## src/rtl/byte_word_assembler_pkg.sv

```systemverilog
// rtl/byte_word_assembler_pkg.sv - shared types and address field layout for the byte-to-word assembler
package byte_word_assembler_pkg;

  localparam int LANES     = 4;
  localparam int LANE_W    = 8;
  localparam int REG_IDX_W = 3;
  localparam int ADDR_W    = 5;
  localparam int WORD_W    = LANES * LANE_W;

  localparam int IDX_LSB  = 0;
  localparam int IDX_MSB  = 2;
  localparam int LANE_LSB = 3;
  localparam int LANE_MSB = 4;

  typedef enum logic [1:0] {
    ST_IDLE    = 2'd0,
    ST_COLLECT = 2'd1,
    ST_WRITE   = 2'd2
  } state_t;

endpackage

```

## src/rtl/byte_word_assembler_if.sv

```systemverilog
// rtl/byte_word_assembler_if.sv - byte-write input, word-write output and error pulse bundle
interface byte_word_assembler_if;
  import byte_word_assembler_pkg::*;

  logic                 in_valid;
  logic                 in_ready;
  logic [ADDR_W-1:0]    in_addr;
  logic [LANE_W-1:0]    in_data;
  logic                 wr_valid;
  logic                 wr_ready;
  logic [REG_IDX_W-1:0] wr_reg;
  logic [WORD_W-1:0]    wr_data;
  logic                 err;

  modport master (
    output in_valid, in_addr, in_data, wr_ready,
    input  in_ready, wr_valid, wr_reg, wr_data, err
  );

  modport slave (
    input  in_valid, in_addr, in_data, wr_ready,
    output in_ready, wr_valid, wr_reg, wr_data, err
  );

endinterface

```

## src/rtl/byte_word_assembler_idle_timer.sv

```systemverilog
// rtl/byte_word_assembler_idle_timer.sv - idle cycle counter; expired flags the step that would reach TIMEOUT-1
module idle_timer #(
  parameter int TIMEOUT = 16
) (
  input  logic clk,
  input  logic rst_n,
  input  logic clear,
  input  logic enable,
  output logic expired
);

  logic [7:0] count;

  assign expired = enable && (count == 8'(TIMEOUT - 2));

  always_ff @(posedge clk or negedge rst_n) begin
    if (!rst_n) begin
      count <= '0;
    end else if (clear) begin
      count <= '0;
    end else if (enable) begin
      count <= count + 8'd1;
    end
  end

endmodule

```

## src/rtl/byte_word_assembler.sv

```systemverilog
// rtl/byte_word_assembler.sv - gathers four byte lanes for one register index into a 32-bit register-file write
module byte_word_assembler
  import byte_word_assembler_pkg::*;
#(
  parameter int TIMEOUT = 16
) (
  input logic clk,
  input logic rst_n,
  byte_word_assembler_if.slave bus
);

  state_t               state_q, state_n;
  logic [LANES-1:0]     mask_q, mask_n;
  logic [REG_IDX_W-1:0] idx_q, idx_n;
  logic [WORD_W-1:0]    data_q, data_n;
  logic                 err_q, err_n;

  logic                 accept;
  logic                 expired;
  logic                 timer_clear;
  logic                 timer_en;
  logic [1:0]           lane;
  logic [REG_IDX_W-1:0] idx;
  logic [LANES-1:0]     lane_bit;

  assign lane     = bus.in_addr[LANE_MSB:LANE_LSB];
  assign idx      = bus.in_addr[IDX_MSB:IDX_LSB];
  assign lane_bit = LANES'(1) << lane;

  assign bus.in_ready = (state_q != ST_WRITE);
  assign bus.wr_valid = (state_q == ST_WRITE);
  assign bus.wr_reg   = idx_q;
  assign bus.wr_data  = data_q;
  assign bus.err      = err_q;

  assign accept = bus.in_valid && bus.in_ready;

  // An accepted byte always beats a coinciding timeout because it disables the count.
  assign timer_en    = (state_q == ST_COLLECT) && !accept;
  assign timer_clear = (state_q != ST_COLLECT) || accept || expired;

  idle_timer #(.TIMEOUT(TIMEOUT)) u_idle_timer (
    .clk     (clk),
    .rst_n   (rst_n),
    .clear   (timer_clear),
    .enable  (timer_en),
    .expired (expired)
  );

  always_comb begin
    state_n = state_q;
    mask_n  = mask_q;
    idx_n   = idx_q;
    data_n  = data_q;
    err_n   = 1'b0;
    case (state_q)
      ST_IDLE: begin
        if (accept) begin
          idx_n  = idx;
          data_n = '0;
          data_n[int'(lane)*LANE_W +: LANE_W] = bus.in_data;
          mask_n  = lane_bit;
          state_n = ST_COLLECT;
        end
      end
      ST_COLLECT: begin
        if (accept && (idx == idx_q)) begin
          data_n[int'(lane)*LANE_W +: LANE_W] = bus.in_data;
          mask_n = mask_q | lane_bit;
          if ((mask_q | lane_bit) == '1) begin
            state_n = ST_WRITE;
          end
        end else if (accept) begin
          err_n  = 1'b1;
          idx_n  = idx;
          data_n = '0;
          data_n[int'(lane)*LANE_W +: LANE_W] = bus.in_data;
          mask_n = lane_bit;
        end else if (expired) begin
          err_n   = 1'b1;
          mask_n  = '0;
          state_n = ST_IDLE;
        end
      end
      ST_WRITE: begin
        if (bus.wr_ready) begin
          mask_n  = '0;
          state_n = ST_IDLE;
        end
      end
      default: begin
        mask_n  = '0;
        state_n = ST_IDLE;
      end
    endcase
  end

  always_ff @(posedge clk or negedge rst_n) begin
    if (!rst_n) begin
      state_q <= ST_IDLE;
      mask_q  <= '0;
      idx_q   <= '0;
      data_q  <= '0;
      err_q   <= 1'b0;
    end else begin
      state_q <= state_n;
      mask_q  <= mask_n;
      idx_q   <= idx_n;
      data_q  <= data_n;
      err_q   <= err_n;
    end
  end

endmodule

```

## src/flat_wrapper.sv

```systemverilog
// flat-port wrapper written by rule: the top's interface ports become plain ports
module byte_word_assembler_flat import byte_word_assembler_pkg::*;
#(
  parameter int TIMEOUT = 16
)
  (clk, rst_n, bus_in_valid, bus_in_addr, bus_in_data, bus_wr_ready, bus_in_ready, bus_wr_valid, bus_wr_reg, bus_wr_data, bus_err);
  byte_word_assembler_if bus_i ();
  input logic clk;
  input logic rst_n;
  input wire logic [$bits(bus_i.in_valid)-1:0] bus_in_valid;
  input wire logic [$bits(bus_i.in_addr)-1:0] bus_in_addr;
  input wire logic [$bits(bus_i.in_data)-1:0] bus_in_data;
  input wire logic [$bits(bus_i.wr_ready)-1:0] bus_wr_ready;
  output wire logic [$bits(bus_i.in_ready)-1:0] bus_in_ready;
  output wire logic [$bits(bus_i.wr_valid)-1:0] bus_wr_valid;
  output wire logic [$bits(bus_i.wr_reg)-1:0] bus_wr_reg;
  output wire logic [$bits(bus_i.wr_data)-1:0] bus_wr_data;
  output wire logic [$bits(bus_i.err)-1:0] bus_err;
  assign bus_i.in_valid = bus_in_valid;
  assign bus_i.in_addr = bus_in_addr;
  assign bus_i.in_data = bus_in_data;
  assign bus_i.wr_ready = bus_wr_ready;
  assign bus_in_ready = bus_i.in_ready;
  assign bus_wr_valid = bus_i.wr_valid;
  assign bus_wr_reg = bus_i.wr_reg;
  assign bus_wr_data = bus_i.wr_data;
  assign bus_err = bus_i.err;
  byte_word_assembler #(.TIMEOUT(TIMEOUT)) u_core (.clk(clk), .rst_n(rst_n), .bus(bus_i));
endmodule
```

## config.mk

```make
export PLATFORM = sky130hd
export DESIGN_NAME = byte_word_assembler_flat
export DESIGN_NICKNAME = d
export VERILOG_FILES = /design/src/rtl/byte_word_assembler_pkg.sv /design/src/rtl/byte_word_assembler_if.sv /design/src/rtl/byte_word_assembler_idle_timer.sv /design/src/rtl/byte_word_assembler.sv /design/src/flat_wrapper.sv
export SDC_FILE = /design/constraint.sdc
export NUM_CORES = 1
export LEC_CHECK = 0
export ABC_AREA = 1
export BUFFER_PORTS_ARGS = -buffer_cell sky130_fd_sc_hd__buf_2
export CAP_MARGIN = 20
export CORE_ASPECT_RATIO = 0.6
export CORE_UTILIZATION = 56
export CTS_CLUSTER_SIZE = 16
export DETAILED_ROUTE_END_ITERATION = 8
export MAX_ROUTING_LAYER = met4
export PLACE_DENSITY = 0.8
export SKIP_LAST_GASP = 1
export SLEW_MARGIN = 30
export SYNTH_ARGS = -nofsm -noshare
export SYNTH_HDL_FRONTEND = slang
export SYNTH_HIERARCHICAL = 1
export SYNTH_SLANG_ARGS = --single-unit
```

## constraint.sdc

```tcl
create_clock -name clk -period 5 [get_ports clk]
set_input_delay 0.5 -clock clk [delete_from_list [all_inputs] [get_ports clk]]
set_output_delay 0.5 -clock clk [all_outputs]
set_load 0.03 [all_outputs]
```

# --- Word level (Yosys, flattened, before mapping) ---
# Index checks and enable logic that the tools add are counted.
word_totals:
  ff_bits: 50
  latchBits: 0
  mem_bits_rw: 0
  mem_bits_ro: 0
  input_bits: 17
  memories: 0
classes:
  addsub: 2
  mul: 0
  div_mod_pow: 0
  magnitude_cmp: 0
  eq_ne: 14
  shift: 3
  n_mux: 26
  n_bitwise: 2
  n_reduce_logical: 13
ops:
  columns: ["op", "count"]
  rows:
  - ["$mux W32", 2]
  - ["$pmux W32 S2", 1]
  - ["$neg A5 Y33", 1]
  - ["$shift A8 B33 Y32 const A", 1]
  - ["$shiftx A8 B33 Y32", 1]
  - ["$and A32 B32 Y32", 1]
  - ["$bwmux W32", 1]
  - ["$mux W4", 5]
  - ["$mux W8", 2]
  - ["$mux W2", 6]
  - ["$pmux W4 S3", 1]
  - ["$add A8 B1 Y8 const B", 1]
  - ["$eq A8 B4 Y1 const B", 1]
  - ["$mux W3", 2]
  - ["$ne A2 B2 Y1 const B", 3]
  - ["$ne A3 B3 Y1 const B", 2]
  - ["$pmux W2 S3", 1]
  - ["$pmux W3 S2", 1]
  - ["$reduce_and A5 Y1", 1]
  - ["$eq A4 B4 Y1 const B", 1]
  - ["$logic_and A1 B1 Y1", 4]
  - ["$mux W1", 4]
  - ["$ne A2 B1 Y1 const B", 2]
  - ["$ne A4 B2 Y1 const B", 1]
  - ["12 further kinds", 14]

# --- Longest topological paths before layout ---
# Gate-level depths: netlist of the first run.
logic_depth:
  ltp_word: 9
  ltp_mapped: 15
  ltp_nobuf: 14

# --- By module ---
# The synthesis of the first run kept the hierarchy.
by_module_without_submodules:
  columns: ["mod", "instances", "cells_each", "area_each_um2", "seq_area_each_um2"]
  rows:
  - ["byte_word_assembler", 1, 362, 2565.0, 1051.0]
  - ["idle_timer", 1, 61, 469.2, 200.2]

# --- Worst setup path after synthesis of the first run ---
# Ideal clock, no wire load.
synth_path:
  path_kind: "input-to-reg"
  startpoint: "in bus_in_addr[3]"
  endpoint: "reg u_core.data_q[20], in the netlist u_core/bus.wr_data[20]"
  setup_ns: 0.066
  arrival_time_ns: 2.071
  slack_ns: 2.863
  path_stages: 10
  path_cell_list: "clkbuf_1 > inv_1 > ha_1 > inv_1 > nand2_1 > nor3_1 > nand3_1 > nand2_1 > nand3_1 > nand2_1"
synth_via:
  elab_chain_cells: 6
  elab_cells_between_ends: 8
  cone_classes: "add/sub (1); shift (2); mux (4); bitwise (1)"
synth_rtl:
  columns: ["item", "line", "source"]
  rows:
  - ["from (decl)", "flat_wrapper.sv:11", "input wire logic [$bits(bus_i.in_addr)-1:0] bus_in_addr;"]
  - ["$neg A5 Y33 *", "byte_word_assembler.sv:61, byte_word_assembler.sv:68, byte_word_assembler.sv:77", null]
  - ["$shiftx A8 B33 Y32 or $shift A8 B33 Y32 (tied branches)", "byte_word_assembler.sv:61, byte_word_assembler.sv:68, byte_word_assembler.sv:77", null]
  - ["$and A32 B32 Y32 (no line)", null, null]
  - ["$mux W32", "byte_word_assembler.sv:58, byte_word_assembler.sv:73", null]
  - ["$mux W32", "byte_word_assembler.sv:67", "if (accept && (idx == idx_q)) begin"]
  - ["$pmux W32 S2 *", "byte_word_assembler.sv:56", "case (state_q)"]
  - ["to (signal assigned)", "byte_word_assembler.sv:109", "data_q <= data_n;"]
  - ["to (decl)", "byte_word_assembler.sv:15", "logic [WORD_W-1:0] data_q, data_n;"]
# Every way passes the cells marked *; elsewhere a longest branch is shown, timed or not.
# A chain may end at the register's enable or synchronous reset.

# --- Worst setup path after layout of the first run ---
layout_path:
  startpoint: "reg u_core.state_q[0]"
  endpoint: "reg u_core.u_idle_timer.count[4]"
layout_via:
  elab_chain_cells: 7
  elab_cells_between_ends: 11
  cone_classes: "eq/ne (3); mux (1); reduce/logical (7)"
layout_rtl:
  columns: ["item", "line", "source"]
  rows:
  - ["from (decl)", "byte_word_assembler.sv:12", "state_t state_q, state_n;"]
  - ["from (signal assigned)", "byte_word_assembler.sv:106", "state_q <= state_n;"]
  - ["$ne A2 B2 Y1", "byte_word_assembler.sv:30", "assign bus.in_ready = (state_q != ST_WRITE);"]
  - ["$logic_and A1 B1 Y1", "byte_word_assembler.sv:36", "assign accept = bus.in_valid && bus.in_ready;"]
  - ["$logic_not A1 Y1", "byte_word_assembler.sv:39", "assign timer_en = (state_q == ST_COLLECT) && !accept;"]
  - ["$logic_and A1 B1 Y1 *", "byte_word_assembler.sv:39", null]
  - ["named net u_core.timer_en", "byte_word_assembler.sv:21", "logic timer_en;"]
  - ["$logic_and A1 B1 Y1 *", "byte_word_assembler_idle_timer.sv:14", "assign expired = enable && (count == 8'(TIMEOUT - 2));"]
  - ["named net u_core.expired", "byte_word_assembler.sv:19", "logic expired;"]
  - ["$logic_or A1 B1 Y1 *", "byte_word_assembler.sv:40", "assign timer_clear = (state_q != ST_COLLECT) || accept || expired;"]
  - ["named net u_core.timer_clear", "byte_word_assembler.sv:20", "logic timer_clear;"]
  - ["$mux W8 or $reduce_bool A2 Y1 (tied branches)", null, null]
  - ["to (signal assigned)", "byte_word_assembler_idle_timer.sv:22", "count <= count + 8'd1;"]
  - ["to (decl)", "byte_word_assembler_idle_timer.sv:12", "logic [7:0] count;"]
# The timed path passes the listed nets; every way through them passes the cells marked *.

==> results.sh, run 1 <==
export IMPL_status="finished, final reports clean"
export IMPL_yosysTopAreaCell="dfrtp_1"
export IMPL_slew_headroom_pct=52.32
export IMPL_cts_sinks=50
export IMPL_post_cts_resized=0
export IMPL_antenna_found_initial=0
export IMPL_grt_max_degree=51
export IMPL_p_comb_share_pct=25.2
export IMPL_hold_path_class="in2async"
export IMPL_syn_nets=449
export IMPL_clkSlewWorstSetupHoldPaths_ns=0.09
export IMPL_leakage_nw=2.041
export IMPL_p_sw_share_pct=34.47
export IMPL_grt_setup_unrepaired="false"
export IMPL_synth_common_cells="nand2_1 (190), nand3_1 (51), dfrtp_1 (50)"
export IMPL_p_int_mw=0.6493
export IMPL_timing_rr_end="u_core/u_idle_timer/count[4]"
export IMPL_die_y_um=59.02
export IMPL_reg2reg_depth=13
export IMPL_wl_per_cell_um=12.86
export IMPL_worst_slew_pin_slew_ns=0.7097
export IMPL_first_pass_iters=4
export IMPL_yosys_area_top_type_share_pct=41.24
export IMPL_clock_path_buffers=2
export IMPL_critPathKind="reg2reg"
export IMPL_routed_via_density=5.203
export IMPL_synth_most_common_cell="nand2_1"
export IMPL_grt_pass1_vias=2359
export IMPL_area_growth_pct=13.69
export IMPL_cts_setup_buffers=0
export IMPL_grt_pass1_wl_mm=11.32
export IMPL_p_seq_share_pct=45.8
export IMPL_finalClockSkew_ns=0.007909
export IMPL_drtAntennaViolNets=0
export IMPL_drive_gt1_share_pct=18.66
export IMPL_cts_tree="built"
export IMPL_synthFlopType="dfrtp_1"
export IMPL_drt_iter0_drc=262
export IMPL_arrival_ns=2.80
export IMPL_gp_congestion=0.8696
export IMPL_busiest_layer="met1"
export IMPL_synth_area_leaders="dfrtp_1 (41%), nand2_1 (24%), nand3_1 (8.4%)"
export IMPL_p_clk_share_pct=29.1
export IMPL_tns_ns=0
export IMPL_std_cell_rows=20
export IMPL_numCtsBuffers=5
export IMPL_yosysWarningCount=6
export IMPL_ys_async_sr_fraction_pct=100.0
export IMPL_grt_overflow=0
export IMPL_p_switching_mw=0.3416
export IMPL_die_area_sq_mm=0.005726
export IMPL_drc=0
export IMPL_largest_reg_flops=32
export IMPL_crit_required_ns=5.20
export IMPL_ioPinCount=55
export IMPL_grtUsageMet1_pct=40.02
export IMPL_synth_seq_area_share_pct=41.24
export IMPL_report_final_setup_viol=0
export IMPL_fin_crit_sh_pct=51.89
export IMPL_core_area_sq_mm=0.005130
export IMPL_syn_area_sq_mm=0.003034
export IMPL_hold_viol_final=0
export IMPL_detailed_place_hpwl_mm=5.118
export IMPL_synth_cell_types=30
export IMPL_grt_total_usage_pct=26.14
export IMPL_synth_edf_count=0
export IMPL_r2r_start="u_core/state_q[0]"
export IMPL_port_buffers=54
export IMPL_critPathCaptureType="flop"
export IMPL_critPathMostFrequentCell="nand2_1"
export IMPL_netlist_instances=423
export IMPL_num_vias=2825
export IMPL_crit_slowest_cell="nor2_1"
export IMPL_power_total_mw=0.9909
export IMPL_fmax_ghz=0.3854
export IMPL_maxSlewViolCount=0
export IMPL_cts_htree_levels=2
export IMPL_maxCapViolations=0
export IMPL_clockRootBuffer="clkbuf_8"
export IMPL_yosys_register_bits=50
export IMPL_antenna_cells=0
export IMPL_start_util_pct=59.15
export IMPL_cts_hold_buf=0
export IMPL_finalCriticalPeriod_ns=2.594
export IMPL_r2r_slack_ns=2.41
export IMPL_grt_use_met2_pct=35.31
export IMPL_die_x_um=97.03
export IMPL_max_stage_delay_ns=0.53
export IMPL_synth_avg_cell_area_sq_um=7.173
export IMPL_ir_drop_uv=170.9
export IMPL_clock_latency_ns=0.31
export IMPL_cp_max_fo=10
export IMPL_final_nets=502
export IMPL_critical_path_startpoint_type="flop"
export IMPL_cp_cell_sequence="inv_1, nor2_2, inv_2, nor2_1, nand3_1, nor4_1, inv_1, nand2_1, nor2_4, nor3_1, nand2_1, nand2_1, nor2_1"
export IMPL_power_density_mw_per_mm2=287.2
export IMPL_drt_total_wl_mm=6.984
export IMPL_met3_usage_pct=5.307
## worst max-delay path by stage
| stage | cells after the start | start | endpoint |
|---|---|---|---|
| CTS | 13 | u_core/state_q[0] | u_core/u_idle_timer/count[4] |
| detailed placement | 13 | u_core/state_q[0] | u_core/u_idle_timer/count[4] |
| global placement | 13 | u_core/state_q[0] | u_core/u_idle_timer/count[4] |
| global route | 10 | u_core/state_q[0] | u_core/mask_q[3] |
| floorplan | 10 | bus_in_addr[3] | u_core/bus.wr_data[20] |
| finish | 13 | u_core/state_q[0] | u_core/u_idle_timer/count[4] |
## cell type report
| cell class | instances | area [sq um] |
|---|---|---|
| clock buffer | 5 | 68.82 |
| clock inverter | 3 | 45.04 |
| fill | 458 | 1680 |
| inverter | 32 | 136.4 |
| multi-input combinational | 332 | 1588 |
| sequential | 50 | 1251 |
| tap | 66 | 82.58 |
| timing repair buffer | 55 | 277.8 |
## power groups by stage
| stage | Combinational [mW] | Clock, mW | Sequential (mW) |
|---|---|---|---|
| floorplan | 0.165 | 0 | 0.482 |
| global placement | 0.242 | 0 | 0.460 |
| detailed placement | 0.246 | 0 | 0.461 |
| CTS | 0.248 | 0.295 | 0.453 |
| global route | 0.279 | 0.311 | 0.457 |
| finish | 0.249 | 0.288 | 0.453 |
## critical path, delay by kind of cell (launching register included)
family | cells | cell delay (ns)
buffers and inverters | 3 | 0.28
DFF | 1 | 0.49
and+or+nand+nor | 10 | 1.72
## cell families (layout without fill, tap and decap cells)
family	Yosys count	after routing	synth area share (%)
simple gates	305	305	45.24
xor+xnor	2	2	0.5774
buf+inv	41	95	6.433
flops	50	50	41.24
compound gates	16	16	2.804
fa+ha+maj	9	9	3.711
## layer usage
metal	wire length [um]	share of wire (%)	vias up
li1	-	-	1433
met1	3638	52	1292
met2	2759	40	91
met3	534	7.6	9
met4	51	0.73	0
met5	0	0	-
## metrics by stage
step	cell area (sq um)	hold slack, ns	instances	util, %	setup WS [ns]
6_report	3450	0.2805	543	67.24	2.406
2_1_floorplan	3034	0.2044	423	-	2.863
4_1_cts	3450	0.3215	543	67.24	2.426
5_1_grt	3450	0.3548	543	67.24	1.985
3_5_place_dp	3336	0.4780	535	65.02	2.448
3_3_place_gp	3336	0.4686	535	65.02	2.568
## placed cells by master (no fill, tap or decap), types with 2 or more instances in the layout
cell	netlist	final
clkbuf_8	0	5
o21ai_0	8	8
nand4_1	4	4
clkinvlp_4	0	2
nor2_8	3	3
nor2_1	36	36
nand3_1	51	51
nor2_4	4	4
buf_2	2	54
dfrtp_1	50	50
nand2_4	7	7
nand2_1	190	190
nor3_1	2	2
ha_1	9	9
a21oi_1	5	5
or2_2	2	2
nand2_2	4	4
inv_1	27	27
inv_2	3	3
No activity file was read; power rests on OpenSTA's default activity.
==> run 2, diff against run 1 <==
clock period = 2.5 ns   (was 5 ns; I/O delays follow)
==> run 2 against run 1 <==
Clock skew decreased by 0.0052 ns. Critical endpoint unchanged. Worst hold slack got worse by 0.24 ns. Largest power group unchanged. Via count increased by 1.6%. Global-route usage is 1.2 points higher. Core utilization shrank 0.24 points. Non-clock buffer count increased by 3.
==> results.sh, run 2 (same netlist as run 1, synthesis figures left out) <==
export IMPL_slew_headroom_pct=56.43
export IMPL_die_y_um=59.02
export IMPL_critPathMostFrequentCell="nand2_1"
export IMPL_stdcell_area_sq_mm=0.003437
export IMPL_multiInputGateArea_sq_mm=0.001588
export IMPL_antenna_cells=0
export IMPL_regArea_sq_mm=0.001251
export IMPL_cp_max_fo=4
export IMPL_drt_iter0_drc=223
export IMPL_cts_setup_buffers=0
export IMPL_report_final_setup_viol=0
export IMPL_clkSlewWorstSetupHoldPaths_ns=0.09
export IMPL_path_buf_inv=3
export IMPL_critPathKind="reg2reg"
export IMPL_status="finished, final reports clean"
export IMPL_grt_pass1_wl_mm=11.80
export IMPL_crit_slowest_cell="dfrtp_1"
export IMPL_cp_cell_sequence="inv_1, nor2_2, inv_2, nor2_1, nand3_1, nor4_1, inv_1, nand2_1, nor2_4, nor3_1, nand2_1, nand2_1, nor2_1"
export IMPL_reg2reg_depth=13
export IMPL_hold_path_class="in2async"
export IMPL_p_int_mw=1.196
export IMPL_grt_overflow=0
export IMPL_drtAntennaViolNets=0
export IMPL_std_cell_rows=20
export IMPL_antenna_found_initial=0
export IMPL_numCtsBuffers=5
export IMPL_timing_rr_end="u_core/u_idle_timer/count[4]"
export IMPL_cts_htree_levels=2
export IMPL_core_area_sq_mm=0.005130
export IMPL_leakage_nw=2.050
export IMPL_finalCriticalPeriod_ns=2.199
export IMPL_place_inst=538
export IMPL_start_util_pct=59.15
export IMPL_critPathTopFamily="simple AND/OR/NAND/NOR gates"
export IMPL_hold_slack_ns=0.03570
export IMPL_wl_per_cell_um=13.10
export IMPL_worst_slew_pin_slew_ns=0.6535
export IMPL_cts_tree="built"
export IMPL_grt_setup_unrepaired="false"
export IMPL_critPathCaptureType="flop"
export IMPL_grt_total_usage_pct=27.31
export IMPL_area_growth_pct=13.28
export IMPL_final_nets=505
export IMPL_clockRootBuffer="clkbuf_8"
export IMPL_first_pass_iters=5
export IMPL_tns_ns=0
export IMPL_drive_gt1_share_pct=19.00
export IMPL_p_sw_share_pct=35.70
export IMPL_grt_max_degree=51
export IMPL_fin_crit_sh_pct=87.96
export IMPL_clock_latency_ns=0.30
export IMPL_crit_required_ns=2.70
export IMPL_grt_pass1_vias=2384
export IMPL_final_common_cell="nand2_1"
export IMPL_port_buffers=54
export IMPL_r2r_start="u_core/state_q[0]"
export IMPL_hold_viol_final=0
export IMPL_final_cell_mix="nand2_1 (190), buf_2 (54), nand3_1 (51)"
export IMPL_power_density_mw_per_mm2=541.3
export IMPL_drc=0
export IMPL_final_cells=545
export IMPL_cts_sinks=50
export IMPL_die_x_um=97.03
export IMPL_maxSlewViolCount=0
export IMPL_post_cts_resized=0
export IMPL_ir_drop_uv=324.8
export IMPL_drt_total_wl_mm=7.141
export IMPL_routed_via_density=5.268
export IMPL_finalClockSkew_ns=0.002753
export IMPL_p_clk_share_pct=24.1
export IMPL_critical_path_startpoint_type="flop"
export IMPL_ioPinCount=55
export IMPL_largest_reg_flops=32
export IMPL_p_comb_share_pct=27.2
export IMPL_fmax_ghz=0.4548
export IMPL_die_area_sq_mm=0.005726
export IMPL_p_seq_share_pct=48.8
export IMPL_final_fill_count=452
export IMPL_gp_congestion=0.8518
export IMPL_detailed_place_hpwl_mm=5.258
export IMPL_cts_hold_buf=0
export IMPL_p_switching_mw=0.6642
export IMPL_clock_path_buffers=2
export IMPL_dpl_cell_area_sq_mm=0.003358
export IMPL_arrival_ns=2.40
export IMPL_max_stage_delay_ns=0.48
export IMPL_r2r_slack_ns=0.30
export IMPL_num_vias=2871
export IMPL_maxCapViolations=0
-- run 2: worst reg2reg max path, cell delays in order (launching register included) --
cell and delay, ns:
dfrtp_1 0.48, inv_1 0.08, nor2_2 0.12, inv_2 0.07, nor2_1 0.14, nand3_1 0.09, nor4_1 0.31, inv_1 0.15
nand2_1 0.19, nor2_4 0.07, nor3_1 0.21, nand2_1 0.08, nand2_1 0.06, nor2_1 0.03
-- run 2: worst max path at each step --
stage | from | end | slack [ns] | cells after the start
after CTS | u_core/state_q[0] | u_core/mask_q[3] | 0.35 | 10
after global placement | u_core/state_q[0] | u_core/u_idle_timer/count[4] | 0.54 | 13
final | u_core/state_q[0] | u_core/u_idle_timer/count[4] | 0.30 | 13
after global routing | u_core/state_q[0] | u_core/u_idle_timer/count[4] | 0.04 | 13
after detailed placement | u_core/state_q[0] | u_core/mask_q[3] | 0.35 | 10
after floorplan | u_core/state_q[0] | u_core/u_idle_timer/count[4] | 0.43 | 14
-- run 2: power groups by stage --
stage          sequential, mW  clock (mW)  combinational [mW]
6_report                0.907       0.447               0.506
5_1_grt                 0.915       0.496               0.569
4_1_cts                 0.907       0.460               0.505
3_5_place_dp            0.922           0               0.502
3_3_place_gp            0.919           0               0.492
2_1_floorplan           0.964           0               0.329
-- run 2: area by class of cell --
cell class	count	share of cell area, %
Timing Repair Buffer	58	8.737
Clock buffer	5	2.002
Inverter	32	3.968
Clock inverter	2	0.2912
Multi-Input combinational cell	332	46.20
Tap cell	66	2.403
Sequential cell	50	36.40
-- run 2: per-stage QoR --
| step | util (%) | power (mW) | setup slack (ns) |
|---|---|---|---|
| 2_1_floorplan | - | 1.293 | 0.4252 |
| 3_3_place_gp | 65.46 | 1.412 | 0.5378 |
| 3_5_place_dp | 65.46 | 1.424 | 0.3526 |
| 4_1_cts | 67.00 | 1.872 | 0.3486 |
| 5_1_grt | 67.00 | 1.980 | 0.04397 |
| 6_report | 67.00 | 1.860 | 0.3010 |
-- run 2: per-layer routing --
metal	track usage (%)	share of wire (%)
met1	41.68	51
met5	-	0
met2	36.22	40
met3	5.660	8.2
met4	7.463	0.56
